### src/rtl/reservation_station_if.sv
// Dispatcher/CDB/ALU-issue bundle for the reservation station.
// Pure wiring; no latency of its own.
// rs_full is the only backpressure signal; dispatch has no ready handshake.
//
// Signals:
//   rdy, clear               global enable and flush
//   ena_rs, *_in             dispatch request from the dispatcher
//   rs_full                  flow control back to the dispatcher
//   alu_cdb_*, lsb_cdb_*     result broadcast buses snooped for wakeup
//   alu_*                    registered issue port towards the ALU
// Modports: master = dispatcher/CDB/ALU side, slave = reservation station.
interface reservation_station_if #(
   parameter int TAG_W = 5,
   parameter int OP_W  = 6,
   parameter int XLEN  = 32
);
   logic             rdy;
   logic             clear;
   logic             ena_rs;
   logic [OP_W-1:0]  optype_in;
   logic [XLEN-1:0]  pc_in;
   logic [TAG_W-1:0] Qi_in;
   logic [TAG_W-1:0] Qj_in;
   logic [XLEN-1:0]  Vi_in;
   logic [XLEN-1:0]  Vj_in;
   logic [XLEN-1:0]  imm_in;
   logic [TAG_W-1:0] dest_in;
   logic             rs_full;
   logic             alu_cdb_valid;
   logic [TAG_W-1:0] alu_cdb_tag;
   logic [XLEN-1:0]  alu_cdb_val;
   logic             lsb_cdb_valid;
   logic [TAG_W-1:0] lsb_cdb_tag;
   logic [XLEN-1:0]  lsb_cdb_val;
   logic             alu_ena;
   logic [OP_W-1:0]  alu_optype;
   logic [XLEN-1:0]  alu_pc;
   logic [XLEN-1:0]  alu_vi;
   logic [XLEN-1:0]  alu_vj;
   logic [XLEN-1:0]  alu_imm;
   logic [TAG_W-1:0] alu_dest;

   modport master (
      output rdy, clear, ena_rs, optype_in, pc_in, Qi_in, Qj_in, Vi_in, Vj_in,
             imm_in, dest_in,
             alu_cdb_valid, alu_cdb_tag, alu_cdb_val,
             lsb_cdb_valid, lsb_cdb_tag, lsb_cdb_val,
      input  rs_full, alu_ena, alu_optype, alu_pc, alu_vi, alu_vj, alu_imm, alu_dest
   );

   modport slave (
      input  rdy, clear, ena_rs, optype_in, pc_in, Qi_in, Qj_in, Vi_in, Vj_in,
             imm_in, dest_in,
             alu_cdb_valid, alu_cdb_tag, alu_cdb_val,
             lsb_cdb_valid, lsb_cdb_tag, lsb_cdb_val,
      output rs_full, alu_ena, alu_optype, alu_pc, alu_vi, alu_vj, alu_imm, alu_dest
   );
endinterface

### src/rtl/reservation_station.sv
// Reservation station: buffers dispatched ALU ops, wakes operands off ALU/LSB CDBs, issues oldest-index ready op.
// Latency: ready dispatch at edge N -> alu_ena after edge N+1; CDB wakeup at edge N -> issue at edge N+1 earliest.
// Backpressure: rs_full when <=1 free slot (covers dispatcher's registered output); a dispatch with no free slot is dropped.
//
// Ports:
//   clk   rising-edge clock
//   rst   asynchronous active-high reset
//   rs    reservation_station_if.slave (dispatch in, CDB snoop in, rs_full out, alu_* issue out)
module reservation_station #(
   parameter int ENTRIES = 8,
   parameter int TAG_W   = 5,
   parameter int OP_W    = 6,
   parameter int XLEN    = 32
) (
   input logic                  clk,
   input logic                  rst,
   reservation_station_if.slave rs
);
   localparam int IDX_W = $clog2(ENTRIES);
   localparam int CNT_W = IDX_W + 1;

   // Per-entry state
   logic [ENTRIES-1:0] r_busy;
   logic [OP_W-1:0]    r_op   [ENTRIES];
   logic [XLEN-1:0]    r_pc   [ENTRIES];
   logic [TAG_W-1:0]   r_qi   [ENTRIES];
   logic [TAG_W-1:0]   r_qj   [ENTRIES];
   logic [XLEN-1:0]    r_vi   [ENTRIES];
   logic [XLEN-1:0]    r_vj   [ENTRIES];
   logic [XLEN-1:0]    r_imm  [ENTRIES];
   logic [TAG_W-1:0]   r_dest [ENTRIES];

   // Issue output registers
   logic               r_alu_ena;
   logic [OP_W-1:0]    r_alu_op;
   logic [XLEN-1:0]    r_alu_pc;
   logic [XLEN-1:0]    r_alu_vi;
   logic [XLEN-1:0]    r_alu_vj;
   logic [XLEN-1:0]    r_alu_imm;
   logic [TAG_W-1:0]   r_alu_dest;

   logic [CNT_W-1:0]   w_free_cnt;
   logic               w_alloc_vld;
   logic [IDX_W-1:0]   w_alloc_idx;
   logic               w_iss_vld;
   logic [IDX_W-1:0]   w_iss_idx;
   logic [XLEN:0]      w_wk_i [ENTRIES];   // {hit, value}
   logic [XLEN:0]      w_wk_j [ENTRIES];
   logic [XLEN:0]      w_ins_i;
   logic [XLEN:0]      w_ins_j;

   // Returns {hit, value}. Tag 0 never matches; ALU bus has priority over LSB.
   function automatic logic [XLEN:0] cdb_lookup(
      input logic [TAG_W-1:0] tag,
      input logic             a_vld,
      input logic [TAG_W-1:0] a_tag,
      input logic [XLEN-1:0]  a_val,
      input logic             l_vld,
      input logic [TAG_W-1:0] l_tag,
      input logic [XLEN-1:0]  l_val
   );
      logic [XLEN:0] res;
      res = '0;
      if (tag != '0) begin
         if (a_vld && (a_tag == tag))
            res = {1'b1, a_val};
         else if (l_vld && (l_tag == tag))
            res = {1'b1, l_val};
      end
      return res;
   endfunction

   // Free count, allocation and issue select all look at registered state only,
   // so a slot freed by issue this edge is never the allocation target.
   always_comb begin
      w_free_cnt  = '0;
      w_alloc_vld = 1'b0;
      w_alloc_idx = '0;
      w_iss_vld   = 1'b0;
      w_iss_idx   = '0;
      // descending scan: the last hit written is the lowest index
      for (int e = ENTRIES - 1; e >= 0; e--) begin
         if (!r_busy[e]) begin
            w_free_cnt  = w_free_cnt + CNT_W'(1);
            w_alloc_vld = 1'b1;
            w_alloc_idx = IDX_W'(e);
         end
         if (r_busy[e] && (r_qi[e] == '0) && (r_qj[e] == '0)) begin
            w_iss_vld = 1'b1;
            w_iss_idx = IDX_W'(e);
         end
      end
   end

   always_comb begin
      for (int e = 0; e < ENTRIES; e++) begin
         w_wk_i[e] = cdb_lookup(r_qi[e], rs.alu_cdb_valid, rs.alu_cdb_tag, rs.alu_cdb_val,
                                rs.lsb_cdb_valid, rs.lsb_cdb_tag, rs.lsb_cdb_val);
         w_wk_j[e] = cdb_lookup(r_qj[e], rs.alu_cdb_valid, rs.alu_cdb_tag, rs.alu_cdb_val,
                                rs.lsb_cdb_valid, rs.lsb_cdb_tag, rs.lsb_cdb_val);
      end
      w_ins_i = cdb_lookup(rs.Qi_in, rs.alu_cdb_valid, rs.alu_cdb_tag, rs.alu_cdb_val,
                           rs.lsb_cdb_valid, rs.lsb_cdb_tag, rs.lsb_cdb_val);
      w_ins_j = cdb_lookup(rs.Qj_in, rs.alu_cdb_valid, rs.alu_cdb_tag, rs.alu_cdb_val,
                           rs.lsb_cdb_valid, rs.lsb_cdb_tag, rs.lsb_cdb_val);
   end

   always_ff @(posedge clk or posedge rst) begin
      if (rst) begin
         r_busy     <= '0;
         r_alu_ena  <= 1'b0;
         r_alu_op   <= '0;
         r_alu_pc   <= '0;
         r_alu_vi   <= '0;
         r_alu_vj   <= '0;
         r_alu_imm  <= '0;
         r_alu_dest <= '0;
         for (int e = 0; e < ENTRIES; e++) begin
            r_op[e]   <= '0;
            r_pc[e]   <= '0;
            r_qi[e]   <= '0;
            r_qj[e]   <= '0;
            r_vi[e]   <= '0;
            r_vj[e]   <= '0;
            r_imm[e]  <= '0;
            r_dest[e] <= '0;
         end
      end else if (rs.rdy) begin
         if (rs.clear) begin
            // flush wins over insert, wakeup and issue
            r_busy    <= '0;
            r_alu_ena <= 1'b0;
         end else begin
            // wakeup of waiting operands
            for (int e = 0; e < ENTRIES; e++) begin
               if (r_busy[e]) begin
                  if (w_wk_i[e][XLEN]) begin
                     r_qi[e] <= '0;
                     r_vi[e] <= w_wk_i[e][XLEN-1:0];
                  end
                  if (w_wk_j[e][XLEN]) begin
                     r_qj[e] <= '0;
                     r_vj[e] <= w_wk_j[e][XLEN-1:0];
                  end
               end
            end

            // issue: data outputs hold when nothing is ready
            r_alu_ena <= w_iss_vld;
            if (w_iss_vld) begin
               r_busy[w_iss_idx] <= 1'b0;
               r_alu_op          <= r_op[w_iss_idx];
               r_alu_pc          <= r_pc[w_iss_idx];
               r_alu_vi          <= r_vi[w_iss_idx];
               r_alu_vj          <= r_vj[w_iss_idx];
               r_alu_imm         <= r_imm[w_iss_idx];
               r_alu_dest        <= r_dest[w_iss_idx];
            end

            // insert into lowest free slot (never the issuing slot, which is busy)
            if (rs.ena_rs && w_alloc_vld) begin
               r_busy[w_alloc_idx] <= 1'b1;
               r_op[w_alloc_idx]   <= rs.optype_in;
               r_pc[w_alloc_idx]   <= rs.pc_in;
               r_imm[w_alloc_idx]  <= rs.imm_in;
               r_dest[w_alloc_idx] <= rs.dest_in;
               r_qi[w_alloc_idx]   <= w_ins_i[XLEN] ? '0 : rs.Qi_in;
               r_vi[w_alloc_idx]   <= w_ins_i[XLEN] ? w_ins_i[XLEN-1:0] : rs.Vi_in;
               r_qj[w_alloc_idx]   <= w_ins_j[XLEN] ? '0 : rs.Qj_in;
               r_vj[w_alloc_idx]   <= w_ins_j[XLEN] ? w_ins_j[XLEN-1:0] : rs.Vj_in;
            end
         end
      end
   end

   assign rs.rs_full    = (w_free_cnt <= CNT_W'(1));
   assign rs.alu_ena    = r_alu_ena;
   assign rs.alu_optype = r_alu_op;
   assign rs.alu_pc     = r_alu_pc;
   assign rs.alu_vi     = r_alu_vi;
   assign rs.alu_vj     = r_alu_vj;
   assign rs.alu_imm    = r_alu_imm;
   assign rs.alu_dest   = r_alu_dest;
endmodule

### src/flat_wrapper.sv
// flat-port wrapper written by rule: the top's interface ports become plain ports
module reservation_station_flat 
#(
   parameter int ENTRIES = 8,
   parameter int TAG_W   = 5,
   parameter int OP_W    = 6,
   parameter int XLEN    = 32
)
  (clk, rst, rs_rdy, rs_clear, rs_ena_rs, rs_optype_in, rs_pc_in, rs_Qi_in, rs_Qj_in, rs_Vi_in, rs_Vj_in, rs_imm_in, rs_dest_in, rs_alu_cdb_valid, rs_alu_cdb_tag, rs_alu_cdb_val, rs_lsb_cdb_valid, rs_lsb_cdb_tag, rs_lsb_cdb_val, rs_rs_full, rs_alu_ena, rs_alu_optype, rs_alu_pc, rs_alu_vi, rs_alu_vj, rs_alu_imm, rs_alu_dest);
  reservation_station_if #(.TAG_W(TAG_W), .OP_W(OP_W), .XLEN(XLEN)) rs_i ();
  input logic clk;
  input logic rst;
  input wire logic [$bits(rs_i.rdy)-1:0] rs_rdy;
  input wire logic [$bits(rs_i.clear)-1:0] rs_clear;
  input wire logic [$bits(rs_i.ena_rs)-1:0] rs_ena_rs;
  input wire logic [$bits(rs_i.optype_in)-1:0] rs_optype_in;
  input wire logic [$bits(rs_i.pc_in)-1:0] rs_pc_in;
  input wire logic [$bits(rs_i.Qi_in)-1:0] rs_Qi_in;
  input wire logic [$bits(rs_i.Qj_in)-1:0] rs_Qj_in;
  input wire logic [$bits(rs_i.Vi_in)-1:0] rs_Vi_in;
  input wire logic [$bits(rs_i.Vj_in)-1:0] rs_Vj_in;
  input wire logic [$bits(rs_i.imm_in)-1:0] rs_imm_in;
  input wire logic [$bits(rs_i.dest_in)-1:0] rs_dest_in;
  input wire logic [$bits(rs_i.alu_cdb_valid)-1:0] rs_alu_cdb_valid;
  input wire logic [$bits(rs_i.alu_cdb_tag)-1:0] rs_alu_cdb_tag;
  input wire logic [$bits(rs_i.alu_cdb_val)-1:0] rs_alu_cdb_val;
  input wire logic [$bits(rs_i.lsb_cdb_valid)-1:0] rs_lsb_cdb_valid;
  input wire logic [$bits(rs_i.lsb_cdb_tag)-1:0] rs_lsb_cdb_tag;
  input wire logic [$bits(rs_i.lsb_cdb_val)-1:0] rs_lsb_cdb_val;
  output wire logic [$bits(rs_i.rs_full)-1:0] rs_rs_full;
  output wire logic [$bits(rs_i.alu_ena)-1:0] rs_alu_ena;
  output wire logic [$bits(rs_i.alu_optype)-1:0] rs_alu_optype;
  output wire logic [$bits(rs_i.alu_pc)-1:0] rs_alu_pc;
  output wire logic [$bits(rs_i.alu_vi)-1:0] rs_alu_vi;
  output wire logic [$bits(rs_i.alu_vj)-1:0] rs_alu_vj;
  output wire logic [$bits(rs_i.alu_imm)-1:0] rs_alu_imm;
  output wire logic [$bits(rs_i.alu_dest)-1:0] rs_alu_dest;
  assign rs_i.rdy = rs_rdy;
  assign rs_i.clear = rs_clear;
  assign rs_i.ena_rs = rs_ena_rs;
  assign rs_i.optype_in = rs_optype_in;
  assign rs_i.pc_in = rs_pc_in;
  assign rs_i.Qi_in = rs_Qi_in;
  assign rs_i.Qj_in = rs_Qj_in;
  assign rs_i.Vi_in = rs_Vi_in;
  assign rs_i.Vj_in = rs_Vj_in;
  assign rs_i.imm_in = rs_imm_in;
  assign rs_i.dest_in = rs_dest_in;
  assign rs_i.alu_cdb_valid = rs_alu_cdb_valid;
  assign rs_i.alu_cdb_tag = rs_alu_cdb_tag;
  assign rs_i.alu_cdb_val = rs_alu_cdb_val;
  assign rs_i.lsb_cdb_valid = rs_lsb_cdb_valid;
  assign rs_i.lsb_cdb_tag = rs_lsb_cdb_tag;
  assign rs_i.lsb_cdb_val = rs_lsb_cdb_val;
  assign rs_rs_full = rs_i.rs_full;
  assign rs_alu_ena = rs_i.alu_ena;
  assign rs_alu_optype = rs_i.alu_optype;
  assign rs_alu_pc = rs_i.alu_pc;
  assign rs_alu_vi = rs_i.alu_vi;
  assign rs_alu_vj = rs_i.alu_vj;
  assign rs_alu_imm = rs_i.alu_imm;
  assign rs_alu_dest = rs_i.alu_dest;
  reservation_station #(.ENTRIES(ENTRIES), .TAG_W(TAG_W), .OP_W(OP_W), .XLEN(XLEN)) u_core (.clk(clk), .rst(rst), .rs(rs_i));
endmodule
### config.mk
export PLATFORM = sky130hd
export DESIGN_NAME = reservation_station_flat
export DESIGN_NICKNAME = d
export VERILOG_FILES = /design/src/rtl/reservation_station_if.sv /design/src/rtl/reservation_station.sv /design/src/flat_wrapper.sv
export SDC_FILE = /design/constraint.sdc
export NUM_CORES = 2
export LEC_CHECK = 0
export ABC_CLOCK_PERIOD_IN_PS = 52200
export CELL_PAD_IN_SITES_DETAIL_PLACEMENT = 1
export CELL_PAD_IN_SITES_GLOBAL_PLACEMENT = 1
export CORE_MARGIN = 10
export CORE_UTILIZATION = 48
export CTS_CLUSTER_DIAMETER = 40
export DETAILED_ROUTE_END_ITERATION = 8
export PLACE_DENSITY_LB_ADDON = 0.1
export REMOVE_ABC_BUFFERS = 1
export SLEW_MARGIN = 15
export SYNTH_ARGS = -nofsm -noshare
export SYNTH_HDL_FRONTEND = slang
export SYNTH_SLANG_ARGS = --single-unit
### constraint.sdc
create_clock -name clk -period 52.2 [get_ports clk]
set_input_delay 10.44 -clock clk [delete_from_list [all_inputs] [get_ports clk]]
set_output_delay 10.44 -clock clk [all_outputs]
set_load 0.02 [all_outputs]
==> impl_metrics.json <==
{
  "start_util": 0.484,
  "maxSlewViolCount": 36,
  "synthTopCellsByArea": "dfrtp_1, nand2_1, mux2_2",
  "r2r_start": "u_core.r_qj[10]",
  "io_buffer_count": 370,
  "grt_pass1_vias": 69079,
  "final_util": 0.566,
  "synthArstFlopShare": 1.00,
  "ys_seq_elements": 1340,
  "cts.sinks": 1340,
  "cp.required_ps": 41760,
  "power_density_nw_per_um2": 43.8,
  "syn-cell-area_um2": 70500,
  "clk_path_buf_depth": 3,
  "cts-resized-gates": 0,
  "die_height_um": 403,
  "synthAdderAreaFrac": 0.00160,
  "synth.top_cell.area_share": 0.476,
  "synth_compound_area_frac": 0.216,
  "worst_slack_ps": 35630,
  "fin_tns_setup_ps": 0,
  "irDropWorstVdd_v": 0.0000400,
  "die_area_um2": 163000,
  "synth_top_family_by_area": "compound AO/OA/AOI/OAI gates",
  "drt_iter0_drc": 7909,
  "routed-wl-met3_mm": 29.4,
  "status": "finished with violations",
  "most-common-layout-cells": "nand2_1, dfrtp_1, mux2_2",
  "clk_latency_ps": 850,
  "synth_edf_count": 0,
  "fmax_mhz": 60.4,
  "ant_nets": 0,
  "leakagePower_nw": 36.1,
  "critPathCaptureType": "primary output",
  "crit_type": "reg -> out",
  "firstDrtPassIters": 9,
  "yosys.area_share.xor_xnor": 0.0243,
  "die_x_um": 403,
  "route.met2.wl_mm": 139,
  "path_max_fanout": 10,
  "fin_worst_skew_ps": 30.6,
  "place_congestion": 0.857,
  "drv_cap": 0,
  "row_count": 140,
  "h-tree-depth": 4,
  "io_pins": 371,
  "grt.total_usage": 0.356,
  "final_common_cell": "nand2_1",
  "start_kind": "flop",
  "cts_tree": "yes",
  "vias": 64107,
  "antenna_found_initial": 27,
  "pre_cts_slack_ps": 36050,
  "post-route-period-util": 0.317,
  "grt_pass1_wl_mm": 447,
  "critPathLaunch": "u_core.r_busy[7]",
  "ys_seq_area_frac": 0.476,
  "dpl-instance-area_um2": 75100,
  "synthSimpleGateAreaFrac": 0.137,
  "num-nets-final": 7280,
  "core_um2": 146000,
  "design_area_um2": 82500,
  "period_needed_ps": 16570,
  "hold_viol_final": 0,
  "syn_inst": 7059,
  "avgRoutedWirePerCell_um": 32.8,
  "synth.distinct_cells": 71,
  "wirelength_met1_mm": 115,
  "slew_headroom": -0.0170,
  "overflow": 0,
  "drt-vias-per-instance": 7.01,
  "drc": 8,
  "hp-start": "u_core.r_imm[217]",
  "clk_pin_slew_ps": 50,
  "tightest_slew_ps": 1530,
  "cts_setup_buffers": 0,
  "grt_max_degree": 170,
  "final-setup-viol-count": 0,
  "drive_gt1_frac": 0.165,
  "yosysWarnings": 0,
  "synth_top_area_cell": "dfrtp_1",
  "violations": "DRC, slew limit",
  "dp_hpwl_mm": 162,
  "clock-root-buffer": "clkbuf_16",
  "synth_ff_type": "dfrtp_1",
  "avgSynthCellArea_um2": 9.98,
  "syn2layout_area_growth_pct": 17.1,
  "wl_mm": 300,
  "muxShareOfSynthArea": 0.0956,
  "cts_hold_buf": 0,
  "worstPathArrival_ps": 6130,
  "worst_hold_slack_ps": 480,
  "rsz0062_at_grt": "no",
  "dr.max_layer_used": "met5",
  "min_path_type": "reg -> reg",
  "cts_buffers": 211
}
-- flip-flops by register name (all words and copies together) (netlist names), 40 cells and up --
name           cells
u_core.r_qj       40
u_core.r_vi      256
u_core.r_imm     256
u_core.r_qi       40
u_core.r_pc      256
u_core.r_op       48
u_core.r_vj      256
u_core.r_dest     40
-- worst max-delay path, stage by stage, from the launching register on --
cell and delay (ps):
dfrtp_1 530, inv_1 170, ha_1 500, xnor2_1 130, ha_1 340, mux2i_1 180, nor4b_1 80, nor4_1 510
and2_1 260, ha_1 260, xnor2_1 230, nor2_1 80, nor2_1 170, ha_1 250, or2_2 270, o32a_1 160
nor2_1 460, clkdlybuf4s50_1 730
-- worst paths after layout --
path	slack, ps	cells after the start	end
setup / recovery	35630	17	rs_rs_full
hold / removal	480	2	u_core.r_imm[217]
setup reg to reg	47050	9	u_core.rs.alu_vi[31]
hold reg to reg	480	2	u_core.r_imm[217]
max in group asynchronous	37120	7	u_core.r_pc[165]
min in group asynchronous	10180	2	u_core.rs.alu_vj[30]
-- synth_stat cells (all sizes together) (3+ instances only) --
library cell and number:
a21o 6, a21oi 70, a222oi 278, a22o 208, a31o 140, a31oi 4
a32oi 384, and2 14, and3 178, buf 250, clkbuf 547, dfrtp 1340
ha 9, inv 10, mux2 482, mux2i 131, nand2 1723, nand2b 39
nand3 22, nor2 135, nor2b 12, nor3 7, nor3b 3, nor4 43
nor4b 4, o211ai 34, o21a 3, o21ai 231, o22a 384, o22ai 66
or2 8, or3 65, or4 15, xnor2 44, xor2 148
-- kinds of logic after synthesis --
group           after synthesis
simple gates               2275
compound gates             1822
flops                      1340
buf+inv                     807
mux                         613
xor+xnor                    193
fa+ha+maj                     9
-- stage by stage --
| step | power [W] | instances |
|---|---|---|
| after floorplan | 0.00178 | 6262 |
| after global placement | 0.00210 | 8744 |
| after detailed placement | 0.00213 | 8744 |
| after CTS | 0.00361 | 9137 |
| after global routing | 0.00375 | 9144 |
| final | 0.00362 | 9148 |
-- where the power goes --
part           switching, W  internal [W]
combinational      0.000463      0.000309
sequential         0.000143       0.00123
clock              0.000557      0.000918
-- cell type report --
| cell class | count | area, µm² |
|---|---|---|
| well taps | 1917 | 2400 |
| inverters | 10 | 45.0 |
| flip-flops and latches | 1340 | 33500 |
| diodes | 10 | 25.0 |
| repair buffers | 566 | 5260 |
| clock buffers | 263 | 5800 |
| fillers | 15490 | 63200 |
| clock inverters | 130 | 1630 |
| multi-input cells | 4912 | 33900 |
-- routing by layer --
metal	GRT usage	vias up
met5	0	-
met4	0.189	34
li1	-	26098
met1	0.437	33256
met3	0.0925	1070
met2	0.575	3649
No activity file was read; power rests on OpenSTA's default activity.
